### src/rtl/bus_cycle_ctrl_if.sv
// Core-side request/response and pin-side bus signals of the multiplexed
// address/data bus-cycle controller.
interface bus_cycle_ctrl_if #(
  parameter int AW = 16,
  parameter int DW = 8
);
  logic          req;
  logic [1:0]    req_type;
  logic          req_fetch;
  logic [AW-1:0] req_addr;
  logic [DW-1:0] req_wdata;
  logic          ack;
  logic [DW-1:0] rdata;
  logic          err;
  logic          busy;
  logic          ready;
  logic          hold;
  logic          hlda;
  logic          ctrl_oe;
  logic [AW-DW-1:0] haddr;
  logic [DW-1:0] ad_out;
  logic          ad_oe;
  logic [DW-1:0] ad_in;
  logic          ale;
  logic          rd_n;
  logic          wr_n;
  logic          io_m_n;
  logic          s0;
  logic          s1;

  modport slave (
    input  req, req_type, req_fetch, req_addr, req_wdata, ready, hold, ad_in,
    output ack, rdata, err, busy, hlda, ctrl_oe, haddr, ad_out, ad_oe,
           ale, rd_n, wr_n, io_m_n, s0, s1
  );

  modport master (
    output req, req_type, req_fetch, req_addr, req_wdata, ready, hold, ad_in,
    input  ack, rdata, err, busy, hlda, ctrl_oe, haddr, ad_out, ad_oe,
           ale, rd_n, wr_n, io_m_n, s0, s1
  );
endinterface

### src/rtl/bus_cycle_ctrl.sv
// 8085-style machine-cycle sequencer: T1 (ALE/address/status), T2 strobe,
// ready-gated TW wait states with optional timeout, T3 data, plus hold/hlda.
module bus_cycle_ctrl #(
  parameter int AW           = 16,
  parameter int DW           = 8,
  parameter int WAIT_TIMEOUT = 0
) (
  input  logic            phi1,
  input  logic            rst,
  bus_cycle_ctrl_if.slave bus
);

  localparam int CW = (WAIT_TIMEOUT == 0) ? 1 : $clog2(WAIT_TIMEOUT + 1);
  localparam logic [CW-1:0] TO_LAST = (WAIT_TIMEOUT == 0) ? '0 : CW'(WAIT_TIMEOUT - 1);

  typedef enum logic [2:0] {S_IDLE, S_T1, S_T2, S_TW, S_T3, S_HOLD} state_t;

  state_t        r_state, w_next;
  logic [1:0]    r_type;
  logic          r_fetch;
  logic [DW-1:0] r_wdata;
  logic [CW-1:0] r_wcnt, w_wcnt_next;
  logic          r_flag, w_flag_next;
  logic          w_accept;

  logic             r_ack, r_err, r_busy, r_hlda, r_ctrl_oe, r_ale;
  logic             r_rd_n, r_wr_n, r_io_m_n, r_ad_oe;
  logic [1:0]       r_status;
  logic [DW-1:0]    r_ad_out, r_rdata;
  logic [AW-DW-1:0] r_haddr;

  // NOTE: every variable gets its default before the case so no path can leave it unassigned (no latch).
  always_comb begin
    w_next      = r_state;
    w_accept    = 1'b0;
    w_wcnt_next = r_wcnt;
    w_flag_next = r_flag;
    case (r_state)
      S_IDLE: begin
        // The ack cycle is a dead cycle: neither hold nor req is looked at.
        if (!r_ack) begin
          if (bus.hold) begin
            w_next = S_HOLD;
          end else if (bus.req) begin
            w_accept    = 1'b1;
            w_flag_next = 1'b0;
            w_next      = S_T1;
          end
        end
      end
      S_T1: w_next = S_T2;
      S_T2: begin
        if (bus.ready) begin
          w_next = S_T3;
        end else begin
          w_next      = S_TW;
          w_wcnt_next = '0;
        end
      end
      S_TW: begin
        if (bus.ready) begin
          w_next = S_T3;
        end else if (WAIT_TIMEOUT != 0 && r_wcnt == TO_LAST) begin
          w_flag_next = 1'b1;
          w_next      = S_T3;
        end else if (r_wcnt != '1) begin
          w_wcnt_next = r_wcnt + CW'(1);
        end
      end
      S_T3:    w_next = S_IDLE;
      S_HOLD:  if (!bus.hold) w_next = S_IDLE;
      default: w_next = S_IDLE;
    endcase
  end

  // Outputs are registered from the next state, so the request fields must
  // come straight from the core on the accepting edge.
  logic [1:0] w_type;
  logic       w_fetch, w_write, w_busy, w_strobe;
  logic [1:0] w_status;

  assign w_type   = w_accept ? bus.req_type  : r_type;
  assign w_fetch  = w_accept ? bus.req_fetch : r_fetch;
  assign w_write  = w_type[0];
  assign w_busy   = w_next inside {S_T1, S_T2, S_TW, S_T3};
  assign w_strobe = w_next inside {S_T2, S_TW, S_T3};
  assign w_status = w_write ? 2'b01 : (w_fetch && !w_type[1]) ? 2'b11 : 2'b10;

  // NOTE: sequential state uses non-blocking assignments so every register samples pre-edge values.
  always_ff @(posedge phi1 or posedge rst) begin
    if (rst) begin
      r_state <= S_IDLE;
      r_type  <= '0;
      r_fetch <= 1'b0;
      r_wdata <= '0;
      r_wcnt  <= '0;
      r_flag  <= 1'b0;
    end else begin
      r_state <= w_next;
      r_wcnt  <= w_wcnt_next;
      r_flag  <= w_flag_next;
      if (w_accept) begin
        r_type  <= bus.req_type;
        r_fetch <= bus.req_fetch;
        r_wdata <= bus.req_wdata;
      end
    end
  end

  always_ff @(posedge phi1 or posedge rst) begin
    if (rst) begin
      r_ack     <= 1'b0;
      r_err     <= 1'b0;
      r_busy    <= 1'b0;
      r_hlda    <= 1'b0;
      r_ctrl_oe <= 1'b1;
      r_ale     <= 1'b0;
      r_rd_n    <= 1'b1;
      r_wr_n    <= 1'b1;
      r_io_m_n  <= 1'b0;
      r_status  <= 2'b00;
      r_ad_oe   <= 1'b0;
      r_ad_out  <= '0;
      r_haddr   <= '0;
      r_rdata   <= '0;
    end else begin
      r_ack     <= (r_state == S_T3);
      r_err     <= (r_state == S_T3) && r_flag;
      r_busy    <= w_busy;
      r_hlda    <= (w_next == S_HOLD);
      r_ctrl_oe <= (w_next != S_HOLD);
      r_ale     <= (w_next == S_T1);
      r_rd_n    <= !(w_strobe && !w_write);
      r_wr_n    <= !(w_strobe && w_write);
      r_io_m_n  <= w_busy && w_type[1];
      r_status  <= w_busy ? w_status : 2'b00;
      r_ad_oe   <= (w_next == S_T1) || (w_strobe && w_write);
      if (w_next == S_T1) begin
        r_ad_out <= bus.req_addr[DW-1:0];
        r_haddr  <= bus.req_addr[AW-1:DW];
      end else if (w_strobe && w_write) begin
        r_ad_out <= r_wdata;
      end
      if (r_state == S_T3 && !r_type[0]) r_rdata <= bus.ad_in;
    end
  end

  assign bus.ack     = r_ack;
  assign bus.err     = r_err;
  assign bus.busy    = r_busy;
  assign bus.hlda    = r_hlda;
  assign bus.ctrl_oe = r_ctrl_oe;
  assign bus.ale     = r_ale;
  assign bus.rd_n    = r_rd_n;
  assign bus.wr_n    = r_wr_n;
  assign bus.io_m_n  = r_io_m_n;
  assign bus.s1      = r_status[1];
  assign bus.s0      = r_status[0];
  assign bus.ad_oe   = r_ad_oe;
  assign bus.ad_out  = r_ad_out;
  assign bus.haddr   = r_haddr;
  assign bus.rdata   = r_rdata;

endmodule

### src/flat_wrapper.sv
// flat-port wrapper written by rule: the top's interface ports become plain ports
module bus_cycle_ctrl_flat 
#(
  parameter int AW           = 16,
  parameter int DW           = 8,
  parameter int WAIT_TIMEOUT = 0
)
  (phi1, rst, bus_req, bus_req_type, bus_req_fetch, bus_req_addr, bus_req_wdata, bus_ready, bus_hold, bus_ad_in, bus_ack, bus_rdata, bus_err, bus_busy, bus_hlda, bus_ctrl_oe, bus_haddr, bus_ad_out, bus_ad_oe, bus_ale, bus_rd_n, bus_wr_n, bus_io_m_n, bus_s0, bus_s1);
  bus_cycle_ctrl_if #(.AW(AW), .DW(DW)) bus_i ();
  input  logic phi1;
  input  logic rst;
  input wire logic [$bits(bus_i.req)-1:0] bus_req;
  input wire logic [$bits(bus_i.req_type)-1:0] bus_req_type;
  input wire logic [$bits(bus_i.req_fetch)-1:0] bus_req_fetch;
  input wire logic [$bits(bus_i.req_addr)-1:0] bus_req_addr;
  input wire logic [$bits(bus_i.req_wdata)-1:0] bus_req_wdata;
  input wire logic [$bits(bus_i.ready)-1:0] bus_ready;
  input wire logic [$bits(bus_i.hold)-1:0] bus_hold;
  input wire logic [$bits(bus_i.ad_in)-1:0] bus_ad_in;
  output wire logic [$bits(bus_i.ack)-1:0] bus_ack;
  output wire logic [$bits(bus_i.rdata)-1:0] bus_rdata;
  output wire logic [$bits(bus_i.err)-1:0] bus_err;
  output wire logic [$bits(bus_i.busy)-1:0] bus_busy;
  output wire logic [$bits(bus_i.hlda)-1:0] bus_hlda;
  output wire logic [$bits(bus_i.ctrl_oe)-1:0] bus_ctrl_oe;
  output wire logic [$bits(bus_i.haddr)-1:0] bus_haddr;
  output wire logic [$bits(bus_i.ad_out)-1:0] bus_ad_out;
  output wire logic [$bits(bus_i.ad_oe)-1:0] bus_ad_oe;
  output wire logic [$bits(bus_i.ale)-1:0] bus_ale;
  output wire logic [$bits(bus_i.rd_n)-1:0] bus_rd_n;
  output wire logic [$bits(bus_i.wr_n)-1:0] bus_wr_n;
  output wire logic [$bits(bus_i.io_m_n)-1:0] bus_io_m_n;
  output wire logic [$bits(bus_i.s0)-1:0] bus_s0;
  output wire logic [$bits(bus_i.s1)-1:0] bus_s1;
  assign bus_i.req = bus_req;
  assign bus_i.req_type = bus_req_type;
  assign bus_i.req_fetch = bus_req_fetch;
  assign bus_i.req_addr = bus_req_addr;
  assign bus_i.req_wdata = bus_req_wdata;
  assign bus_i.ready = bus_ready;
  assign bus_i.hold = bus_hold;
  assign bus_i.ad_in = bus_ad_in;
  assign bus_ack = bus_i.ack;
  assign bus_rdata = bus_i.rdata;
  assign bus_err = bus_i.err;
  assign bus_busy = bus_i.busy;
  assign bus_hlda = bus_i.hlda;
  assign bus_ctrl_oe = bus_i.ctrl_oe;
  assign bus_haddr = bus_i.haddr;
  assign bus_ad_out = bus_i.ad_out;
  assign bus_ad_oe = bus_i.ad_oe;
  assign bus_ale = bus_i.ale;
  assign bus_rd_n = bus_i.rd_n;
  assign bus_wr_n = bus_i.wr_n;
  assign bus_io_m_n = bus_i.io_m_n;
  assign bus_s0 = bus_i.s0;
  assign bus_s1 = bus_i.s1;
  bus_cycle_ctrl #(.AW(AW), .DW(DW), .WAIT_TIMEOUT(WAIT_TIMEOUT)) u_core (.phi1(phi1), .rst(rst), .bus(bus_i));
endmodule
### config.mk
export PLATFORM = sky130hd
export DESIGN_NAME = bus_cycle_ctrl_flat
export DESIGN_NICKNAME = d
export VERILOG_FILES = /design/src/rtl/bus_cycle_ctrl_if.sv /design/src/rtl/bus_cycle_ctrl.sv /design/src/flat_wrapper.sv
export SDC_FILE = /design/constraint.sdc
export NUM_CORES = 1
export LEC_CHECK = 0
export CAP_MARGIN = 20
export CELL_PAD_IN_SITES_DETAIL_PLACEMENT = 2
export CELL_PAD_IN_SITES_GLOBAL_PLACEMENT = 2
export CORE_MARGIN = 3
export CORE_UTILIZATION = 25
export DETAILED_ROUTE_END_ITERATION = 12
export GPL_ROUTABILITY_DRIVEN = 1
export PLACE_DENSITY = 0.71
export SLEW_MARGIN = 25
export SYNTH_ARGS = -nofsm -noshare
export SYNTH_HDL_FRONTEND = slang
export SYNTH_SLANG_ARGS = --single-unit
### constraint.sdc
create_clock -name phi1 -period 4.7 [get_ports phi1]
set_input_delay 0.94 -clock phi1 [delete_from_list [all_inputs] [get_ports phi1]]
set_output_delay 0.94 -clock phi1 [all_outputs]
set_load 0.03 [all_outputs]
==> impl_metrics.yaml <==
job:
  drv_cap: 0
critical_path:
  reg2reg_slack_ns: 2.36
  worstReg2RegStart: "u_core.r_state[1]$_DFF_PP0_"
  critPathCaptureType: "flop"
  reg2regPathDepth: 5
  path_class: "in -> reg"
  crit_path_start_kind: "input port"
  required_ns: 4.89
  cp.arrival_ns: 3.04
  path_max_fanout: 20
  worstReg2RegEnd: "u_core.r_wdata[3]$_DFFE_PP0P_"
sta:
  skew_ns: 0.00515
  min_period_ns: 2.85
  setup_violations: 0
  rsz0062_at_grt: "false"
  post-route-period-util_pct: 60.7
  worst_pin_slew_ns: 0.848
  relSlewSlack_pct: 43.4
  fmax_mhz: 350
  finalSetupTns_ns: 0
  hold_violations: 0
  slew_viol_final: 0
logic_synthesis:
  yosys.area.top_type: "dfrtp_1"
  async_flop_share_pct: 100
  seq_area_frac_synth_pct: 60.8
  synth.distinct_cells: 34
  synth_area_leaders: "dfrtp_1, mux2_4, mux2_2, o221a_2, dfstp_2"
  yosysWarnings: 0
  post-synth-top-count-cell: "dfrtp_1"
  ys_ff_latch: 49
  synthesis.area_mm2: 0.00202
  syn-mean-instance-area_um2: 15.3
  synth_cells: 132
  synth_edf_count: 0
  synthTopCellsByCount: "dfrtp_1, mux2_4, or2_2, mux2_2, o221a_2"
  synth_top_flop_cell: "dfrtp_1"
  synthDominantCellAreaShare_pct: 56.9
  syn_nets: 172
worst_hold_path:
  min-delay-start: "u_core.bus.rdata[1]$_DFFE_PP0P_"
  holdPathEnd: "u_core.bus.rdata[1]$_DFFE_PP0P_"
  hold_path.class: "reg -> reg"
  min_delay_path_depth: 1
layout:
  area_delta_synth_final_pct: 45.0
  antenna_cells: 0
  final_nets: 247
  drive_gt1_share_pct: 28.4
  fillers: 797
  fin_util_pct: 37.5
global_route:
  grt_max_degree: 50
  grt_usage_pct: 11.4
  globalRouteOverflowTotal: 0
  grt_pass1_wl_um: 7760
  antenna_found_initial: 0
  grt_pass1_vias: 1497
floorplan:
  core_mm2: 0.00781
  rows: 32
  start_util_pct: 25.9
  dieArea_mm2: 0.00920
  die_y_um: 95.9
  ios: 76
  die_w_um: 95.9
clock_network:
  cts_made_buffers: 5
  cts_tree: "done"
  hold_buffers: 0
  cts.clk_slew.worst_paths_ns: 0.09
  post_cts_buffers: 0
  clock_sinks: 49
  clkLatencyLatePin_ns: 0.30
  cts-root-buf: "clkbuf_8"
  post_cts_resized: 0
  cts_max_path_buffers: 2
  h-tree-depth: 2
place:
  io_buffers: 74
  hpwl_um: 3450
  gp_congestion: 0.677
routing:
  first_pass_iters: 3
  drt_iter0_drc: 28
  final_antenna_net_count: 0
  drc_errors: 0
  wl_per_cell_um: 15.7
  viasPerCell: 4.40
  dr_total_vias: 1363
  totalWireLength_um: 4860
power_and_ir_drop:
  power.density_mw_per_mm2: 786
  power.leakage_nw: 1.24
  irDropWorstVdd_uv: 232
outcome:
  status: "completed"
==> registers in the layout, indices dropped and copies added, names as in the netlist, 2 cells and up <==
| signal | count |
|---|---|
| u_core.r_wdata | 8 |
| u_core.r_state | 3 |
| u_core.bus.haddr | 8 |
| u_core.bus.ad_out | 8 |
| u_core.bus.rdata | 8 |
| u_core.r_type | 2 |
| u_core.r_status | 2 |
==> routing by layer <==
layer | vias up | routed length, um | global-route usage (%)
li1 | 619 | - | -
met1 | 691 | 2150 | 14.9
met2 | 49 | 2350 | 17.8
met3 | 4 | 315 | 3.28
met4 | 0 | 48 | 4.62
met5 | - | 0 | 0
==> layout make-up <==
class                      count  area [um^2]  area share [%]
tap                          102          128            4.35
clock inverter                 2         35.0            1.20
timing repair buffer          74          741            25.3
clock buffer                   6         72.6            2.48
sequential                    49         1230            42.0
multi-input combinational     71          699            23.9
inverter                       6         26.3           0.896
==> worst max path at each step <==
| stage | from | to | slack [ns] | depth (start not counted) |
|---|---|---|---|---|
| after CTS | bus_hold | u_core.r_wdata[3]$_DFFE_PP0P_ | 1.83 | 6 |
| after detailed placement | bus_hold | u_core.r_wdata[3]$_DFFE_PP0P_ | 1.49 | 6 |
| after floorplan | bus_hold | u_core.bus.haddr[7]$_DFFE_PP0P_ | 2.27 | 6 |
| after global routing | bus_hold | u_core.bus.haddr[7]$_DFFE_PP0P_ | 1.77 | 6 |
| final | bus_hold | u_core.r_wdata[3]$_DFFE_PP0P_ | 1.85 | 6 |
| after global placement | bus_hold | u_core.r_fetch$_DFF_PP0_ | 1.54 | 6 |
==> kinds of logic after synthesis <==
| group | count (synthesis) | share of synthesized area, % |
|---|---|---|
| AO/OA/AOI/OAI | 21 | 8.91 |
| other | 1 | 0.185 |
| buffers and inverters | 12 | 4.58 |
| multiplexers | 27 | 18.3 |
| AND/OR/NAND/NOR | 22 | 7.18 |
| flip-flops | 49 | 60.8 |
==> layout by cell type, fill, tap and decap left out, types with 2 or more instances in the layout <==
cell             count
clkdlybuf4s50_1     74
dfrtp_1             46
mux2_4              18
inv_1                4
o221a_2              8
dfstp_2              3
nor2b_1              2
clkbuf_8             5
clkinv_2             2
nand2b_1             2
or2_2                9
o21ai_0              3
mux2_2               8
o22ai_1              2
a21oi_1              3
==> worst max-delay path: stages <==
cell and delay, ns:
clkdlybuf4s50_1 0.44, and4b_1 0.23, a211o_1 0.28, or3_4 0.48
inv_4 0.32, mux2_4 0.34
==> per-stage QoR <==
stage	total power, W	setup slack [ns]	hold WS, ns	std cells	cell area [um^2]
4_1_cts	0.00235	1.83	0.520	310	2930
6_report	0.00231	1.85	0.514	310	2930
3_5_place_dp	0.00203	1.49	0.496	302	2820
3_3_place_gp	0.00200	1.54	0.491	302	2820
2_1_floorplan	0.00163	2.27	0.474	132	2020
5_1_grt	0.00247	1.77	0.541	310	2930
==> power by group <==
group          switching (W)  internal (W)
clock network       0.000143      0.000158
logic               0.000614      0.000626
registers           0.000124      0.000640
total               0.000881       0.00142
No activity file was read; power rests on OpenSTA's default activity.
